--- config.mk ---
export PLATFORM = sky130hd
export DESIGN_NAME = state_ctrl_array_flat
export DESIGN_NICKNAME = d
export VERILOG_FILES = /design/src/rtl/state_ctrl_array_if.sv /design/src/rtl/state_ctrl_array.sv /design/src/flat_wrapper.sv
export SDC_FILE = /design/constraint.sdc
export NUM_CORES = 1
export LEC_CHECK = 0
export CAP_MARGIN = 30
export CORE_MARGIN = 8
export CORE_UTILIZATION = 45
export CTS_BUF_LIST = sky130_fd_sc_hd__clkbuf_8
export CTS_CLUSTER_DIAMETER = 200
export CTS_CLUSTER_SIZE = 20
export DETAILED_ROUTE_END_ITERATION = 6
export GPL_TIMING_DRIVEN = 1
export PLACE_DENSITY = 0.8
export SLEW_MARGIN = 40
export SYNTH_ARGS = -nofsm -noshare
export SYNTH_HDL_FRONTEND = slang
export SYNTH_SLANG_ARGS = --single-unit
--- constraint.sdc ---
create_clock -name clk_ctrl -period 2.13 [get_ports clk_ctrl]
set_input_delay 0.3195 -clock clk_ctrl [delete_from_list [all_inputs] [get_ports clk_ctrl]]
set_output_delay 0.3195 -clock clk_ctrl [all_outputs]
set_load 0.03 [all_outputs]
--- src/rtl/state_ctrl_array_if.sv ---
// Bus bundle for state_ctrl_array.
//   src         raw button/switch levels (asynchronous to the controller clock)
//   mode        per-channel mode, bits [2i+1:2i] for channel i
//   clr         synchronous clear of all enables
//   enable      controlled enable per channel
//   pressed     debounced pressed level, active-high
//   press_pulse one-cycle strobe on each accepted press
// master drives the inputs of the block; slave is the block itself.
interface state_ctrl_array_if #(
  parameter int unsigned CHANNELS = 4
);
  logic [CHANNELS-1:0]   src;
  logic [2*CHANNELS-1:0] mode;
  logic                  clr;
  logic [CHANNELS-1:0]   enable;
  logic [CHANNELS-1:0]   pressed;
  logic [CHANNELS-1:0]   press_pulse;

  modport master (
    output src, mode, clr,
    input  enable, pressed, press_pulse
  );

  modport slave (
    input  src, mode, clr,
    output enable, pressed, press_pulse
  );
endinterface

--- src/rtl/state_ctrl_array.sv ---
// Multi-channel button conditioner and enable controller.
// Each channel synchronises a raw button level (two flops), debounces it
// (DEBOUNCE_CYCLES consecutive differing cycles accept a change) and drives
// its enable in one of four modes: toggle, momentary, pulse or hold.
// Ports:
//   clk_ctrl  controller clock, all state on the rising edge
//   reset     asynchronous active-high reset
//   bus       state_ctrl_array_if.slave (src, mode, clr in; enable,
//             pressed, press_pulse out). All outputs come straight from flops.
module state_ctrl_array #(
  parameter int unsigned CHANNELS        = 4,
  parameter int unsigned DEBOUNCE_CYCLES = 16,
  parameter bit          SRC_ACTIVE_LOW  = 1'b1,
  parameter bit          RESET_VAL       = 1'b1
) (
  input logic               clk_ctrl,
  input logic               reset,
  state_ctrl_array_if.slave bus
);

  typedef enum logic [1:0] {
    MODE_TOGGLE    = 2'b00,
    MODE_MOMENTARY = 2'b01,
    MODE_PULSE     = 2'b10,
    MODE_HOLD      = 2'b11
  } mode_e;

  // A single-cycle debounce still needs one counter bit to keep the
  // counter arithmetic well formed; it simply never leaves zero.
  localparam int unsigned CW = (DEBOUNCE_CYCLES > 1) ? $clog2(DEBOUNCE_CYCLES) : 1;
  localparam logic [CW-1:0] CNT_LAST = CW'(DEBOUNCE_CYCLES - 1);

  logic [CHANNELS-1:0] sync1_q, sync1_d;
  logic [CHANNELS-1:0] sync2_q, sync2_d;
  logic [CHANNELS-1:0] pressed_q, pressed_d;
  logic [CHANNELS-1:0] pulse_q, pulse_d;
  logic [CHANNELS-1:0] enable_q, enable_d;
  logic [CW-1:0]       cnt_q [CHANNELS];
  logic [CW-1:0]       cnt_d [CHANNELS];

  always_comb begin
    // Normalise to active-high before the synchroniser so the released
    // level is always 0 inside the block.
    sync1_d   = SRC_ACTIVE_LOW ? ~bus.src : bus.src;
    sync2_d   = sync1_q;
    pressed_d = pressed_q;
    pulse_d   = '0;
    enable_d  = enable_q;
    for (int unsigned i = 0; i < CHANNELS; i++) begin
      cnt_d[i] = '0;
      if (sync2_q[i] != pressed_q[i]) begin
        if (cnt_q[i] == CNT_LAST) begin
          pressed_d[i] = sync2_q[i];
        end else begin
          cnt_d[i] = cnt_q[i] + CW'(1);
        end
      end
      pulse_d[i] = pressed_d[i] & ~pressed_q[i];

      // Enable follows the next-state pressed/press strobe so that it moves
      // on the same edge as the accept event.
      case (mode_e'(bus.mode[2*i +: 2]))
        MODE_TOGGLE:    enable_d[i] = enable_q[i] ^ pulse_d[i];
        MODE_MOMENTARY: enable_d[i] = pressed_d[i];
        MODE_PULSE:     enable_d[i] = pulse_d[i];
        default:        enable_d[i] = enable_q[i];
      endcase
    end
    if (bus.clr) begin
      enable_d = {CHANNELS{RESET_VAL}};
    end
  end

  always_ff @(posedge clk_ctrl or posedge reset) begin
    if (reset) begin
      sync1_q   <= '0;
      sync2_q   <= '0;
      pressed_q <= '0;
      pulse_q   <= '0;
      enable_q  <= {CHANNELS{RESET_VAL}};
      for (int unsigned i = 0; i < CHANNELS; i++) begin
        cnt_q[i] <= '0;
      end
    end else begin
      sync1_q   <= sync1_d;
      sync2_q   <= sync2_d;
      pressed_q <= pressed_d;
      pulse_q   <= pulse_d;
      enable_q  <= enable_d;
      for (int unsigned i = 0; i < CHANNELS; i++) begin
        cnt_q[i] <= cnt_d[i];
      end
    end
  end

  assign bus.enable      = enable_q;
  assign bus.pressed     = pressed_q;
  assign bus.press_pulse = pulse_q;

endmodule

--- src/flat_wrapper.sv ---
// flat-port wrapper written by rule: the top's interface ports become plain ports
module state_ctrl_array_flat 
#(
  parameter int unsigned CHANNELS        = 4,
  parameter int unsigned DEBOUNCE_CYCLES = 16,
  parameter bit          SRC_ACTIVE_LOW  = 1'b1,
  parameter bit          RESET_VAL       = 1'b1
)
  (clk_ctrl, reset, bus_src, bus_mode, bus_clr, bus_enable, bus_pressed, bus_press_pulse);
  state_ctrl_array_if #(.CHANNELS(CHANNELS)) bus_i ();
  input logic clk_ctrl;
  input logic reset;
  input wire logic [$bits(bus_i.src)-1:0] bus_src;
  input wire logic [$bits(bus_i.mode)-1:0] bus_mode;
  input wire logic [$bits(bus_i.clr)-1:0] bus_clr;
  output wire logic [$bits(bus_i.enable)-1:0] bus_enable;
  output wire logic [$bits(bus_i.pressed)-1:0] bus_pressed;
  output wire logic [$bits(bus_i.press_pulse)-1:0] bus_press_pulse;
  assign bus_i.src = bus_src;
  assign bus_i.mode = bus_mode;
  assign bus_i.clr = bus_clr;
  assign bus_enable = bus_i.enable;
  assign bus_pressed = bus_i.pressed;
  assign bus_press_pulse = bus_i.press_pulse;
  state_ctrl_array #(.CHANNELS(CHANNELS), .DEBOUNCE_CYCLES(DEBOUNCE_CYCLES), .SRC_ACTIVE_LOW(SRC_ACTIVE_LOW), .RESET_VAL(RESET_VAL)) u_core (.clk_ctrl(clk_ctrl), .reset(reset), .bus(bus_i));
endmodule
**After elaboration in Yosys (flattened, before gate mapping)**

Cells that the tools add are included.

- Register bits after elaboration: 36
- Latch bits: 0
- Memory bits (writable): 0
- Memory bits (read-only): 0
- Bits of input ports: 15
- Output and inout bits: 12
- Logic and storage cells: 74
- Memories: 0

- $add $sub $neg: 4
- $mul: 0
- Divide/modulo/power cells: 0
- Order comparisons: 0
- Equal/unequal tests: 16
- Shift-type cells: 0
- Muxes and demuxes: 21
- Bitwise gates (word level): 13
- Reduce and logical (&&, ||, !) cells: 8

Operators with widths:

| kind | count |
|---|---|
| 4-bit two-way mux | 9 |
| 4-bit by 1-bit adder with 4-bit output (second input constant) | 4 |
| 4-bit == test (second input constant) | 4 |
| 4-bit nonzero test | 4 |
| 1-bit one-hot mux with 3 select lines | 4 |
| 2-bit by 1-bit == test with 1-bit output (second input constant) | 4 |
| 2-bit == test (second input constant) | 4 |
| 2-bit logical NOT | 4 |
| 1-bit two-way mux | 8 |
| 1-bit AND | 4 |
| 1-bit inequality test | 4 |
| 1-bit NOT | 4 |
| 4-bit NOT | 1 |
| 1-bit XOR | 4 |

**Longest topological paths before layout**

- Word-level depth: 7
- Gate-level depth with buffers: 6
- Gate-level depth less buffers: 6

**Least setup slack after synthesis**

No wires, ideal clock.

- Kind: reg2reg
- Start point: reg u_core.cnt_q[0] (netlist name)
- End point: reg u_core.enable_q[3], in the netlist u_core.bus.enable[3]
- Library setup time: 0.084 ns
- Arrival time: 1.439 ns
- Data required time: 2.046 ns
- Slack: 0.607 ns
- Cell stages (with the launch flop): 6
- Path buffers: 0
- Period minus slack after synthesis: 1.523 ns
- Cell sequence: dfrtp_1 ha_1 and3_1 mux2_4 a221oi_2 a21oi_1

- Word-level cells in the longest chain between the ends: 7

RTL lines:

| element | line | source |
|---|---|---|
| start: declaration | state_ctrl_array.sv:38 | `logic [CW-1:0] cnt_q [CHANNELS];` |
| start signal: indexed assignment | state_ctrl_array.sv:91 | `cnt_q[i] <= cnt_d[i];` |
| 4-bit == test * | state_ctrl_array.sv:52 | `if (cnt_q[i] == CNT_LAST) begin` |
| 1-bit two-way mux * | state_ctrl_array.sv:52 |  |
| 1-bit two-way mux * | state_ctrl_array.sv:51 | `if (sync2_q[i] != pressed_q[i]) begin` |
| via u_core.pressed_d[3] | state_ctrl_array.sv:35 | `logic [CHANNELS-1:0] pressed_q, pressed_d;` |
| 1-bit AND | state_ctrl_array.sv:58 | `pulse_d[i] = pressed_d[i] & ~pressed_q[i];` |
| 1-bit XOR | state_ctrl_array.sv:63 | `MODE_TOGGLE: enable_d[i] = enable_q[i] ^ pulse_d[i];` |
| 1-bit one-hot mux with 3 select lines * | state_ctrl_array.sv:62 | `case (mode_e'(bus.mode[2*i +: 2]))` |
| 4-bit two-way mux * | state_ctrl_array.sv:69 | `if (bus.clr) begin` |
| end signal: assignment | state_ctrl_array.sv:80 | `enable_q <= {CHANNELS{RESET_VAL}};` |
| end signal: assignment | state_ctrl_array.sv:89 | `enable_q <= enable_d;` |
| end: declaration | state_ctrl_array.sv:37 | `logic [CHANNELS-1:0] enable_q, enable_d;` |

The timed path passes the listed nets; every way through them passes the cells marked *.
A chain may end at the register's enable or synchronous reset.

**Worst setup path in the final report**

- Start point: reg u_core.enable_q[0], in the netlist u_core.bus.enable[0]
- End point: out bus_enable[0]

RTL lines:

| element | line | source |
|---|---|---|
| end: declaration | flat_wrapper.sv:16 | `output wire logic [$bits(bus_i.enable)-1:0] bus_enable;` |

No word-level cell between the ends.

==> results_dict.tcl <==
set metrics [dict create \
    status "finished, final reports clean" \
    worstReg2RegStart "u_core.cnt_q[0]" \
    final-setup-viol-count 0 \
    synth.ff_latch_count 36 \
    coreArea_um2 3716 \
    synth.area.top_cells "sky130_fd_sc_hd__dfrtp_1 (46%), sky130_fd_sc_hd__ha_1 (11%), sky130_fd_sc_hd__dfstp_2 (6.0%)" \
    r2r_end "u_core.bus.enable[3]" \
    critical_path_required_ns 1.81 \
    clock_tree.buffer_depth 2 \
    critical_path.max_fanout 4 \
    fin_cells 228 \
    drtIter0Drc 60 \
    power-per-cell-area_nw_per_um2 696.0 \
    finalSetupTns_ns 0 \
    switching_share 0.2374 \
    first_global_vias 1274 \
    grt_overflow 0 \
    design.die.area_um2 6162 \
    firstDrtPassIters 4 \
    die_height_um 78.50 \
    cap_viol_max_count 0 \
    worstHoldStart "u_core.sync1_q[2]" \
    timing.critical_path.arrival_ns 1.52 \
    cts_hold_buf 0 \
    drc_errors 0 \
    grt_first_pass_wirelength_um 5478 \
    rr_worst_depth 5 \
    rsz_0062_raised_after_global_routing "no" \
    final_clock_skew_ns 0.005476 \
    leakage_nw 1.025 \
    grt_antenna_before_repair 0 \
    cell_area_synth_um2 1758 \
    numPlacedInstances 220 \
    p_seq_frac 0.497 \
    largest_stage_delay_worst_path_ns 0.68 \
    report.final.hold_viol_count 0 \
    critical_path_depth 1 \
    synth_top_area_share 0.4555 \
    netlist.top_cell.by_area "sky130_fd_sc_hd__dfrtp_1" \
    htreeDepth 2 \
    tritoncts_clock_tree "built" \
    worst_hold_path.num_cells 0 \
    p_sw_mw 0.3618 \
    syn2layout_area_growth_pct 24.56 \
    clkPwrFrac 0.382 \
    fmax_ghz 0.5442 \
    yosys.cell_types.count 26 \
    syn-num-nets 177 \
    detail_route.wl_per_cell_um 13.32 \
    timing.critical_path.cells "clkdlybuf4s50_1" \
    vias_per_cell 5.162 \
    cts-root-buf "sky130_fd_sc_hd__clkbuf_8" \
    num-nets-final 210 \
    post_cts_resize_count 0 \
    timing.critical_path.buf_inv 1 \
    power.ir.vdd_worst_v 0.0003959 \
    n_antenna_cell 0 \
    worst_skew_pair.late_latency_ns 0.28 \
    final.min_clock_period_ns 1.838 \
    via_count 1177 \
    synth_seq_area_share 0.5153 \
    critPathLaunchType "flip-flop" \
    globalplace.congestion 0.7209 \
    worst_hold_path_type "flip-flop to flip-flop" \
    worst_hold_slack_ns 0.3494 \
    post_place_cell_area_um2 2078 \
    final_slew_violations 0 \
    drive_gt1_frac 0.1278 \
    postSynthCellCount 146 \
    die_width_um 78.50 \
    synth.yosys.warnings 0 \
    antenna_violating_nets_post_route 0 \
    setup_cp_type "flip-flop to output port" \
    clkTransAtPathRegs_ns 0.07 \
    drt_wl_total_um 3037 \
    share_comb_of_total_power 0.121 \
    cts.sinks 36 \
    grt_max_degree 37 \
    starting_utilization_of_the_core_area 0.4731 \
    internal_power_mw 1.162 \
    top_level_ports 27 \
    min_delay_worst_endpoint "u_core.sync2_q[2]" \
    worst_path_max_delay_cell "sky130_fd_sc_hd__clkdlybuf4s50_1" \
    critPathCaptureType "output port" \
    grt.total_usage 0.1098 \
    timing.final.crit_share 0.8627 \
    critical_path.top_delay_family "buffers and inverters" \
    worst-r2r-setup-slack_ns 0.49 \
    cts_buffers 5 \
    maxSlewHeadroom 0.7097 \
    row_count 22 \
    cts_setup_buffers 0 \
    fin_area_um2 2190 \
    portBuffers 26 \
    syn_avg_cell_area_um2 12.04 \
    dp_hpwl_um 2363 \
    timing_worst_slew_pin_value_ns 0.4354 \
]
## final cells by class
class | count | area (um2)
Clock inverter | 3 | 42.54
Timing Repair Buffer | 27 | 267.8
Clock buffer | 5 | 68.82
Inverter | 15 | 56.30
Fill cell | 312 | 1526
Multi-Input combinational cell | 94 | 788.3
Tap cell | 48 | 60.06
Sequential cell | 36 | 905.9
## worst reg2reg max path, cell delays in order (launching register included)
cell	delay (ns)
sky130_fd_sc_hd__dfrtp_1	0.42
sky130_fd_sc_hd__ha_1	0.26
sky130_fd_sc_hd__and3_1	0.24
sky130_fd_sc_hd__mux2_4	0.32
sky130_fd_sc_hd__a221oi_2	0.27
sky130_fd_sc_hd__a21oi_1	0.06
## cells in the mapped netlist
master                      n
sky130_fd_sc_hd__dfrtp_1   32
sky130_fd_sc_hd__ha_1      16
sky130_fd_sc_hd__inv_1     15
sky130_fd_sc_hd__nor2_1    10
sky130_fd_sc_hd__xnor2_1   10
sky130_fd_sc_hd__a21oi_1    6
sky130_fd_sc_hd__a221oi_2   4
sky130_fd_sc_hd__a311oi_1   4
sky130_fd_sc_hd__dfstp_2    4
sky130_fd_sc_hd__mux2_4     4
sky130_fd_sc_hd__nand2b_1   4
sky130_fd_sc_hd__nor2b_1    4
sky130_fd_sc_hd__nor3_1     4
sky130_fd_sc_hd__o21ai_0    4
sky130_fd_sc_hd__or3_1      4
sky130_fd_sc_hd__a21o_1     2
sky130_fd_sc_hd__a31o_1     2
sky130_fd_sc_hd__a31oi_1    2
sky130_fd_sc_hd__and3_1     2
sky130_fd_sc_hd__and3b_1    2
sky130_fd_sc_hd__and4b_1    2
sky130_fd_sc_hd__nand3_2    2
sky130_fd_sc_hd__nand3b_1   2
sky130_fd_sc_hd__nand4b_1   2
sky130_fd_sc_hd__nor3b_1    2
sky130_fd_sc_hd__buf_4      1
## how the worst max path moves through the flow
stage                          from                    to  slack [ns]
2_1_floorplan       u_core.cnt_q[0]  u_core.bus.enable[3]        0.61
3_3_place_gp            bus_mode[1]  u_core.bus.enable[0]        0.20
3_5_place_dp            bus_mode[1]  u_core.bus.enable[0]        0.11
4_1_cts        u_core.bus.enable[0]         bus_enable[0]        0.28
5_1_grt        u_core.bus.enable[0]         bus_enable[0]        0.23
6_report       u_core.bus.enable[0]         bus_enable[0]        0.29
## layout by cell type, fill, tap and decap left out, types with 5 or more instances in the layout
cell and n:
sky130_fd_sc_hd__a21oi_1 6, sky130_fd_sc_hd__clkbuf_8 5, sky130_fd_sc_hd__clkdlybuf4s50_1 26, sky130_fd_sc_hd__dfrtp_1 32
sky130_fd_sc_hd__ha_1 16, sky130_fd_sc_hd__inv_1 15, sky130_fd_sc_hd__nor2_1 10, sky130_fd_sc_hd__xnor2_1 10
## power groups by stage
stage               Combinational (mW)  Sequential [mW]  Clock, mW
finish                           0.184            0.758      0.582
global route                     0.208            0.764      0.639
CTS                              0.188            0.757      0.602
detailed placement               0.186            0.770          0
global placement                 0.175            0.766          0
floorplan                       0.0995            0.781          0
## kinds of logic after synthesis
family                     synth area share
adders and majority gates            0.1139
xor gates and xnor gates            0.04982
AOI/OAI and AO/OA                    0.1082
muxes                               0.03417
and+or+nand+nor                      0.1423
DFF                                  0.5153
buffers and inverters               0.03630
## through the flow
step	power, mW	util	setup WS (ns)
3_3_place_gp	0.9410	0.5593	0.1959
6_report	1.524	0.5892	0.2924
2_1_floorplan	0.8808	-	0.6071
5_1_grt	1.611	0.5892	0.2304
4_1_cts	1.547	0.5892	0.2772
3_5_place_dp	0.9564	0.5593	0.1060
## state kept, by name, indices dropped and copies added, names as in the netlist
name                    count
u_core.sync2_q              4
u_core.sync1_q              4
u_core.bus.pressed          4
u_core.cnt_q               16
u_core.bus.enable           4
u_core.bus.press_pulse      4
## routing by layer
| layer | track usage | up-vias | wire length (um) |
|---|---|---|---|
| met2 | 0.1864 | 34 | 1467 |
| li1 | - | 576 | - |
| met5 | 0 | - | 0 |
| met4 | 0.05000 | 0 | 69 |
| met1 | 0.1164 | 559 | 1303 |
| met3 | 0.04556 | 8 | 196 |
Power figures use the tool's default switching activity.
